### src/rtl/ttrng_byte_collector.sv
// TRNG byte collector: von Neumann debias, MSB-first byte packing, byte FIFO with read-strobe handshake.
// Optional repetition-count health test enabled by defining TTRNG_HEALTH_EN.
module ttrng_byte_collector #(
    parameter int unsigned FIFO_DEPTH = 4,
    parameter int unsigned RCT_LIMIT  = 32
) (
    input  logic                        clk,
    input  logic                        rst_n,
    input  logic                        ena,
    input  logic                        raw_bit,
    input  logic                        raw_valid,
    input  logic                        rd_req,
    output logic [7:0]                  data_out,
    output logic                        data_valid,
    output logic [$clog2(FIFO_DEPTH):0] fifo_level,
    output logic                        overflow,
    output logic                        health_fail
);

    localparam int unsigned PTR_W = $clog2(FIFO_DEPTH);
    localparam int unsigned LVL_W = PTR_W + 1;

    if (FIFO_DEPTH < 2 || (FIFO_DEPTH & (FIFO_DEPTH - 1)) != 0 || RCT_LIMIT < 2) begin : g_bad_param
        $error("ttrng_byte_collector: illegal FIFO_DEPTH or RCT_LIMIT");
    end

    typedef enum logic {
        WAIT_A = 1'b0,
        WAIT_B = 1'b1
    } pair_state_t;

    pair_state_t state, state_nxt;
    logic        a_q;
    logic        adv_c;
    logic        emit_c;
    logic        emit_bit_c;

    logic [6:0]  sr;
    logic [2:0]  bit_cnt;
    logic        byte_done_c;
    logic [7:0]  new_byte_c;

    logic [7:0]       mem [FIFO_DEPTH];
    logic [PTR_W-1:0] wr_ptr;
    logic [PTR_W-1:0] rd_ptr;
    logic [LVL_W-1:0] level;
    logic             full_c;
    logic             pop_c;
    logic             push_c;
    logic             push_ok_c;
    logic             push_blk_c;

    assign adv_c = ena & raw_valid;

    always_ff @(posedge clk or negedge rst_n) begin
        if (!rst_n) begin
            state <= WAIT_A;
            a_q   <= 1'b0;
        end else begin
            state <= state_nxt;
            if (adv_c && state == WAIT_A) begin
                a_q <= raw_bit;
            end
        end
    end

    // Pair extractor: 10 -> 1, 01 -> 0, equal pairs discarded.
    always_comb begin
        state_nxt  = state;
        emit_c     = 1'b0;
        emit_bit_c = a_q;
        if (adv_c) begin
            case (state)
                WAIT_A: state_nxt = WAIT_B;
                WAIT_B: begin
                    state_nxt = WAIT_A;
                    emit_c    = (raw_bit != a_q);
                end
                default: state_nxt = WAIT_A;
            endcase
        end
    end

    assign new_byte_c  = {sr, emit_bit_c};
    assign byte_done_c = emit_c && (bit_cnt == 3'd7);

    always_ff @(posedge clk or negedge rst_n) begin
        if (!rst_n) begin
            sr      <= 7'd0;
            bit_cnt <= 3'd0;
        end else if (emit_c) begin
            sr      <= new_byte_c[6:0];
            bit_cnt <= bit_cnt + 3'd1;
        end
    end

`ifdef TTRNG_HEALTH_EN
    localparam int unsigned RUN_W = $clog2(RCT_LIMIT + 1);

    logic [RUN_W-1:0] run_len;
    logic [RUN_W-1:0] run_nxt_c;
    logic             last_raw;

    // Run length saturates at the limit; a fresh run starts at 1.
    always_comb begin
        run_nxt_c = RUN_W'(1);
        if (run_len != '0 && raw_bit == last_raw) begin
            run_nxt_c = (run_len == RUN_W'(RCT_LIMIT)) ? run_len : run_len + RUN_W'(1);
        end
    end

    always_ff @(posedge clk or negedge rst_n) begin
        if (!rst_n) begin
            run_len     <= '0;
            last_raw    <= 1'b0;
            health_fail <= 1'b0;
        end else if (adv_c) begin
            run_len  <= run_nxt_c;
            last_raw <= raw_bit;
            if (run_nxt_c == RUN_W'(RCT_LIMIT)) begin
                health_fail <= 1'b1;
            end
        end
    end

    assign push_blk_c = health_fail;
`else
    assign health_fail = 1'b0;
    assign push_blk_c  = 1'b0;
`endif

    assign full_c    = (level == LVL_W'(FIFO_DEPTH));
    assign pop_c     = ena & rd_req & (level != '0);
    assign push_c    = byte_done_c & ~push_blk_c;
    assign push_ok_c = push_c & (~full_c | pop_c);

    // Byte FIFO; a push into a full FIFO survives only when a pop frees the slot at the same edge.
    always_ff @(posedge clk or negedge rst_n) begin
        if (!rst_n) begin
            for (int i = 0; i < int'(FIFO_DEPTH); i++) begin
                mem[i] <= 8'd0;
            end
            wr_ptr   <= '0;
            rd_ptr   <= '0;
            level    <= '0;
            overflow <= 1'b0;
        end else begin
            if (push_ok_c) begin
                mem[wr_ptr] <= new_byte_c;
                wr_ptr      <= wr_ptr + PTR_W'(1);
            end
            if (pop_c) begin
                rd_ptr <= rd_ptr + PTR_W'(1);
            end
            case ({push_ok_c, pop_c})
                2'b10:   level <= level + LVL_W'(1);
                2'b01:   level <= level - LVL_W'(1);
                default: level <= level;
            endcase
            if (push_c && full_c && !pop_c) begin
                overflow <= 1'b1;
            end
        end
    end

    assign data_out   = mem[rd_ptr];
    assign data_valid = (level != '0);
    assign fifo_level = level;

endmodule

### config.mk
export PLATFORM = sky130hd
export DESIGN_NAME = ttrng_byte_collector
export DESIGN_NICKNAME = d
export VERILOG_FILES = /design/src/rtl/ttrng_byte_collector.sv
export SDC_FILE = /design/constraint.sdc
export NUM_CORES = 1
export LEC_CHECK = 0
export ABC_CLOCK_PERIOD_IN_PS = 3100
export CELL_PAD_IN_SITES_DETAIL_PLACEMENT = 0
export CELL_PAD_IN_SITES_GLOBAL_PLACEMENT = 1
export CORE_MARGIN = 5
export CORE_UTILIZATION = 48
export DETAILED_ROUTE_END_ITERATION = 16
export PLACE_DENSITY = 0.82
export SLEW_MARGIN = 20
export SYNTH_ARGS = -nofsm -noshare
export SYNTH_HDL_FRONTEND = slang
export SYNTH_SLANG_ARGS = --single-unit
### constraint.sdc
create_clock -name clk -period 3.1 [get_ports clk]
set_clock_uncertainty 0.15 [all_clocks]
set_input_delay 0.465 -clock clk [delete_from_list [all_inputs] [get_ports clk]]
set_output_delay 0.465 -clock clk [all_outputs]
set_load 0.01 [all_outputs]
# --- After elaboration in Yosys (flattened, before gate mapping) ---
# Cells that the tools add are included.
op_classes:
  magnitude_cmp: 3
  n_reduce_logical: 8
  bitwise_logic: 9
  n_eq_ne: 5
  n_shift: 0
  muxes: 10
  mul: 0
  add_sub_neg: 5
  div_mod_pow: 0
ops:
  columns: ["op", "count"]
  rows:
  - ["$bwmux W32", 1]
  - ["$mux W8", 3]
  - ["$bmux W8 S2", 1]
  - ["$demux W8 S2", 1]
  - ["$add A3 B1 Y3 const B", 2]
  - ["$eq A3 B3 Y1 const B", 2]
  - ["$ge A3 B3 Y1 const B", 2]
  - ["$not A2 Y3", 2]
  - ["$pmux W3 S2", 1]
  - ["$logic_and A1 B1 Y1", 5]
  - ["$add A2 B1 Y2 const B", 2]
  - ["$and A1 B1 Y1", 4]
  - ["$lt A3 B1 Y1 const B", 1]
  - ["$reduce_bool A3 Y1", 1]
  - ["$sub A3 B1 Y3 const B", 1]
  - ["$eq A2 B1 Y1 const B", 1]
  - ["$eq A2 B2 Y1 const B", 1]
  - ["$mux W1", 2]
  - ["$not A1 Y1", 2]
  - ["$pmux W1 S2", 1]
  - ["$reduce_bool A2 Y1", 1]
  - ["$logic_not A1 Y1", 1]
  - ["$ne A1 B1 Y1", 1]
  - ["$or A1 B1 Y1", 1]
word_totals:
  rom_bits: 0
  output_inout_bits: 14
  register_bits: 52
  input_bits: 6
  ram_bits: 0
  wordCells: 52
  latch_bits: 0
  n_memories: 0

# --- Logic depth before layout (Yosys ltp) ---
depth:
  word_depth: 7
  depth_mapped: 11
  ltp_nobuf: 11

# --- Least setup slack after synthesis ---
# No wires, ideal clock.
synth_path:
  path_kind: "input to register"
  start: "in raw_valid"
  end: "reg level[2] (netlist: fifo_level[2])"
  setup_slack_ns: 0.770
  setup_ns: 0.131
  arrival_ns: 2.049
  path_buffers: 0
  required_time_ns: 2.819
  cell_stages: 9
  cell_sequence: "nand3_1 -> a2111oi_4 -> inv_1 -> ha_1 -> inv_1 -> fa_1 -> xor2_1 -> nor2_1 -> xor2_1"
synth_via:
  elab_chain_len: 6
  word_cells_on_any_way: 8
  classes_between: "2 x eq/ne; 2 x mux; 2 x bitwise; 2 x reduce/logical"
synth_lines:
  columns: ["element", "line_no", "rtl"]
  rows:
  - ["start: declaration", "11", "input logic raw_valid,"]
  - ["$and A1 B1 Y1 (*)", "53", "assign adv_c = ena & raw_valid;"]
  - ["$mux W1 (*)", "72", "if (adv_c) begin"]
  - ["$logic_and A1 B1 Y1 (*)", "85", "assign byte_done_c = emit_c && (bit_cnt == 3'd7);"]
  - ["$and A1 B1 Y1 (*)", "135", "assign push_ok_c = push_c & (~full_c | pop_c);"]
  - ["$eq A2 B1 Y1 or $eq A2 B2 Y1 (tied branches)", "155", "case ({push_ok_c, pop_c})"]
  - ["$pmux W3 S2 or $reduce_bool A2 Y1 (tied branches)", null, null]
  - ["end signal: assignment", "156", "2'b10: level <= level + LVL_W'(1);"]
  - ["end signal: assignment", "157", "2'b01: level <= level - LVL_W'(1);"]
  - ["end signal: assignment", "158", "default: level <= level;"]
  - ["end: declaration", "46", "logic [LVL_W-1:0] level;"]
# Every way passes the cells marked *; elsewhere a longest branch is shown, timed or not.
# A chain may end at the register's enable or synchronous reset.

# --- Final worst setup path ---
layout_path:
  start: "reg rd_ptr[0]"
  end: "out data_out[3]"
layout_via:
  elab_chain_len: 4
layout_lines:
  columns: ["element", "line_no", "rtl"]
  rows:
  - ["start: declaration", "45", "logic [PTR_W-1:0] rd_ptr;"]
  - ["start signal: assignment", "153", "rd_ptr <= rd_ptr + PTR_W'(1);"]
  - ["$not A2 Y3 (not written as such)", "166", "assign data_out = mem[rd_ptr];"]
  - ["$bmux W8 S2", "166", null]
  - ["$mux W8 (not written as such) (2 in a row)", "166", null]
  - ["end: declaration", "13", "output logic [7:0] data_out,"]
# No other way between the ends. The select of a mux whose other input is x is not followed.

==> summary.md <==
| Metric | Value |
|---|---|
| FFs w/ async S/R, synth | `1.000` |
| Worst hold slack | `between 0.007 and 0.008 ns` |
| Switch share | `0.3170` |
| Worst-path clk slew | `about 0.09 ns` |
| Setup Viol. Count Final | `0` |
| Worst Tran Pin Value | `0.5715 ns` |
| Vias in the first global route | `1465` |
| Reg2reg start | `fifo_level[0]` |
| Distinct cell type count after synthesis | `27` |
| Wire length of the first global-routing pass | `7569 µm` |
| Non-filler cells, final | `247` |
| Final worst-path cycle share | `0.8744` |
| H-tree depth | `2` |
| Die Footprint | `~6300 µm²` |
| Slew headroom | `0.6190` |
| Power density relative to cell area | `638.6 nW/µm²` |
| Final Power | `1.715 mW` |
| DR vias | `1299` |
| Total placed cells including tap cells | `239` |
| Flops & latches, synth | `52` |
| CTS tree | `done` |
| Switching pwr | `0.5436 mW` |
| Pint | `1.171 mW` |
| GPL Wtd Cong | `approximately 0.74` |
| Crit path DAT | `2.10 ns` |
| Register area | `1301 µm²` |
| Peak VDD IR | `~340 µV` |
| Drt first pass iters | `4` |
| Maximum fanout along the worst path | `6` |
| CP Capture Type | `primary output` |
| Detail Placement HPWL | `between 2000 and 3000 µm` |
| Final WL | `4250 µm` |
| Sequential share of the synthesized area | `0.5594` |
| Fmax | `368.9 MHz` |
| Iter 0 DRT Violations | `35` |
| Most common cell in the netlist | `dfrtp_1` |
| Mapped cell area | `2326 µm²` |
| Top FF cell, synth | `dfrtp_1` |
| Total setup buffers inserted after CTS | `0` |
| Crit path required time | `2.48 ns` |
| Antenna Nets Post-Route | `0` |
| Port Buffer Count | `18` |
| Share of cells above drive strength 1 | `0.3556` |
| Fin util | `0.5685` |
| Setup_tns | `0 ns` |
| RSZ-0062 raised after global routing | `false` |
| Root Buffer | `clkbuf_8` |
| Comb power frac | `0.238` |
| Post-DR wirelength/cell | `between 15 and 20 µm` |
| Fill cell count | `390` |
| HP Class | `in2async` |
| Status | `finished, final reports clean` |
| Die Y | `around 80 µm` |
| FF-to-FF setup slack | `roughly 0.76 ns` |
| Initial Util | `0.4925` |
| Total GRT Usage | `0.1563` |
| Min Tclk post-route | `2.710 ns` |
| Clk pwr share | `0.214` |
| Hold_buf cts | `0` |
| Longest Clk Path Bufs | `2` |
| Area of the core | `4723 µm²` |
| Global route overflow | `0` |
| Register-to-Register Path Depth | `9` |
| Area of the multi-input gates | `around 980 µm²` |
| Post-CTS sizing | `0` |
| Initial antenna violation count | `0` |
| Dominant cell type by area after synthesis | `dfrtp_1` |
| Row cnt | `25` |
| Top cells by area, synth | `dfrtp_1 (56%), mux2_2 (19%), mux4_2 (7.7%), ha_1 (3.8%), xnor2_1 (1.9%)` |
| Mapped Cells | `about 150` |
| Hold Fails Final Rpt | `0` |
| Number of synthesized flops with an enable pin | `0` |
| Mean Syn Cell Area | `15.20 µm²` |
| Routed vias/inst | `5.259` |
| I/O pins | `20` |
| Sequential Power Share | `0.547` |
| CTS Buf Count | `5` |
| Ys Warns | `0` |
| Syn Nets | `between 150 and 200` |
| Max Cap Viol | `0` |
| Pin count of the biggest net entering global routing | `29` |
| R2r endpoint | `fifo_level[2]` |
| Commonest cells post-synth | `dfrtp_1 (52), mux2_2 (39), mux4_2 (8)` |
| Crit path kind | `reg2out` |
| DRC violations left | `0` |
| Max Transition Viols Final | `0` |
| Synth top area share | `0.5594` |
| # diodes | `0` |
| Leakage | `1.283 nW` |
| Sink Count | `52` |
| Area grow syn2layout | `15.44%` |
| Skew-Pair Late Insertion Delay | `0.29 ns` |
| Final net count | `193` |
| Die X | `around 80 µm` |
| Nature of the critical path startpoint | `flip-flop` |
[layer usage]
layer	GRT usage	up-vias	routed length [µm]
met4	0.03093	0	23
met5	0	-	0
met1	0.2144	687	1904
li1	-	592	-
met3	0.03950	2	105
met2	0.2529	18	2217
[state kept, by name, summed over array words and instances, names as in the netlist]
name,flops
mem,32
overflow,1
fifo_level,3
state,1
rd_ptr,2
wr_ptr,2
bit_cnt,3
a_q,1
sr,7
[worst max-delay path by stage]
stage	start	to	slack [ns]	depth (start not counted)
2_1_floorplan	raw_valid	fifo_level[2]	0.77	9
3_3_place_gp	ena	fifo_level[2]	0.30	10
3_5_place_dp	ena	fifo_level[2]	0.17	10
4_1_cts	rd_ptr[0]	data_out[1]	0.34	3
5_1_grt	rd_ptr[0]	data_out[3]	0.24	3
6_report	rd_ptr[0]	data_out[3]	0.39	3
[area by class of cell]
cell class                 instances  share of cell area
clock buffer                       7             0.02842
clock inverter                     1            0.003262
inverter                           7            0.009786
multi-input combinational         91              0.3663
sequential                        52              0.4846
tap                               67             0.03122
timing repair buffer              22             0.07642
[placed cells by master, fill, tap and decap left out]
master / count
a2111oi_4: 1
a211oi_1: 1
a21oi_1: 1
a31o_2: 1
and3_1: 1
buf_2: 1
buf_4: 4
clkbuf_1: 2
clkbuf_8: 5
clkdlybuf4s50_1: 17
clkinv_4: 1
conb_1: 1
dfrtp_1: 52
fa_1: 1
ha_1: 7
inv_1: 7
mux2_1: 2
mux2_2: 39
mux2i_1: 1
mux4_2: 8
nand2_1: 3
nand2_2: 4
nand3_1: 1
nand4_1: 1
nor2_1: 6
nor3_1: 1
o21ai_0: 1
or3_1: 1
xnor2_1: 5
xor2_1: 4
[kinds of logic after synthesis]
group,after synthesis,synth area share
flip-flops,52,0.5594
AO/OA/AOI/OAI,5,0.02313
multiplexers,50,0.2803
AND/OR/NAND/NOR,18,0.03765
buffers and inverters,10,0.01775
other,1,0.001612
XOR/XNOR,9,0.03389
adder cells (fa/ha/maj),8,0.04626
[per-stage QoR]
step	instance area [µm²]	worst slack, ns
finish	2685	0.3895
global route	2685	0.2419
detailed placement	2600	0.1670
CTS	2685	0.3439
global placement	2600	0.2980
floorplan	2326	0.7700
[power groups by stage]
| stage | clock network (mW) | registers [mW] | logic, mW |
|---|---|---|---|
| global placement | 0 | 0.941 | 0.399 |
| finish | 0.368 | 0.939 | 0.408 |
| global route | 0.405 | 0.963 | 0.462 |
| detailed placement | 0 | 0.952 | 0.415 |
| CTS | 0.379 | 0.940 | 0.418 |
| floorplan | 0 | 0.886 | 0.309 |
[critical path: stages (launching register included)]
cell	delay, ns
dfrtp_1	0.54
buf_4	0.25
mux4_2	0.52
clkdlybuf4s50_1	0.50
Note: power is estimated with default switching activity, not from simulation.
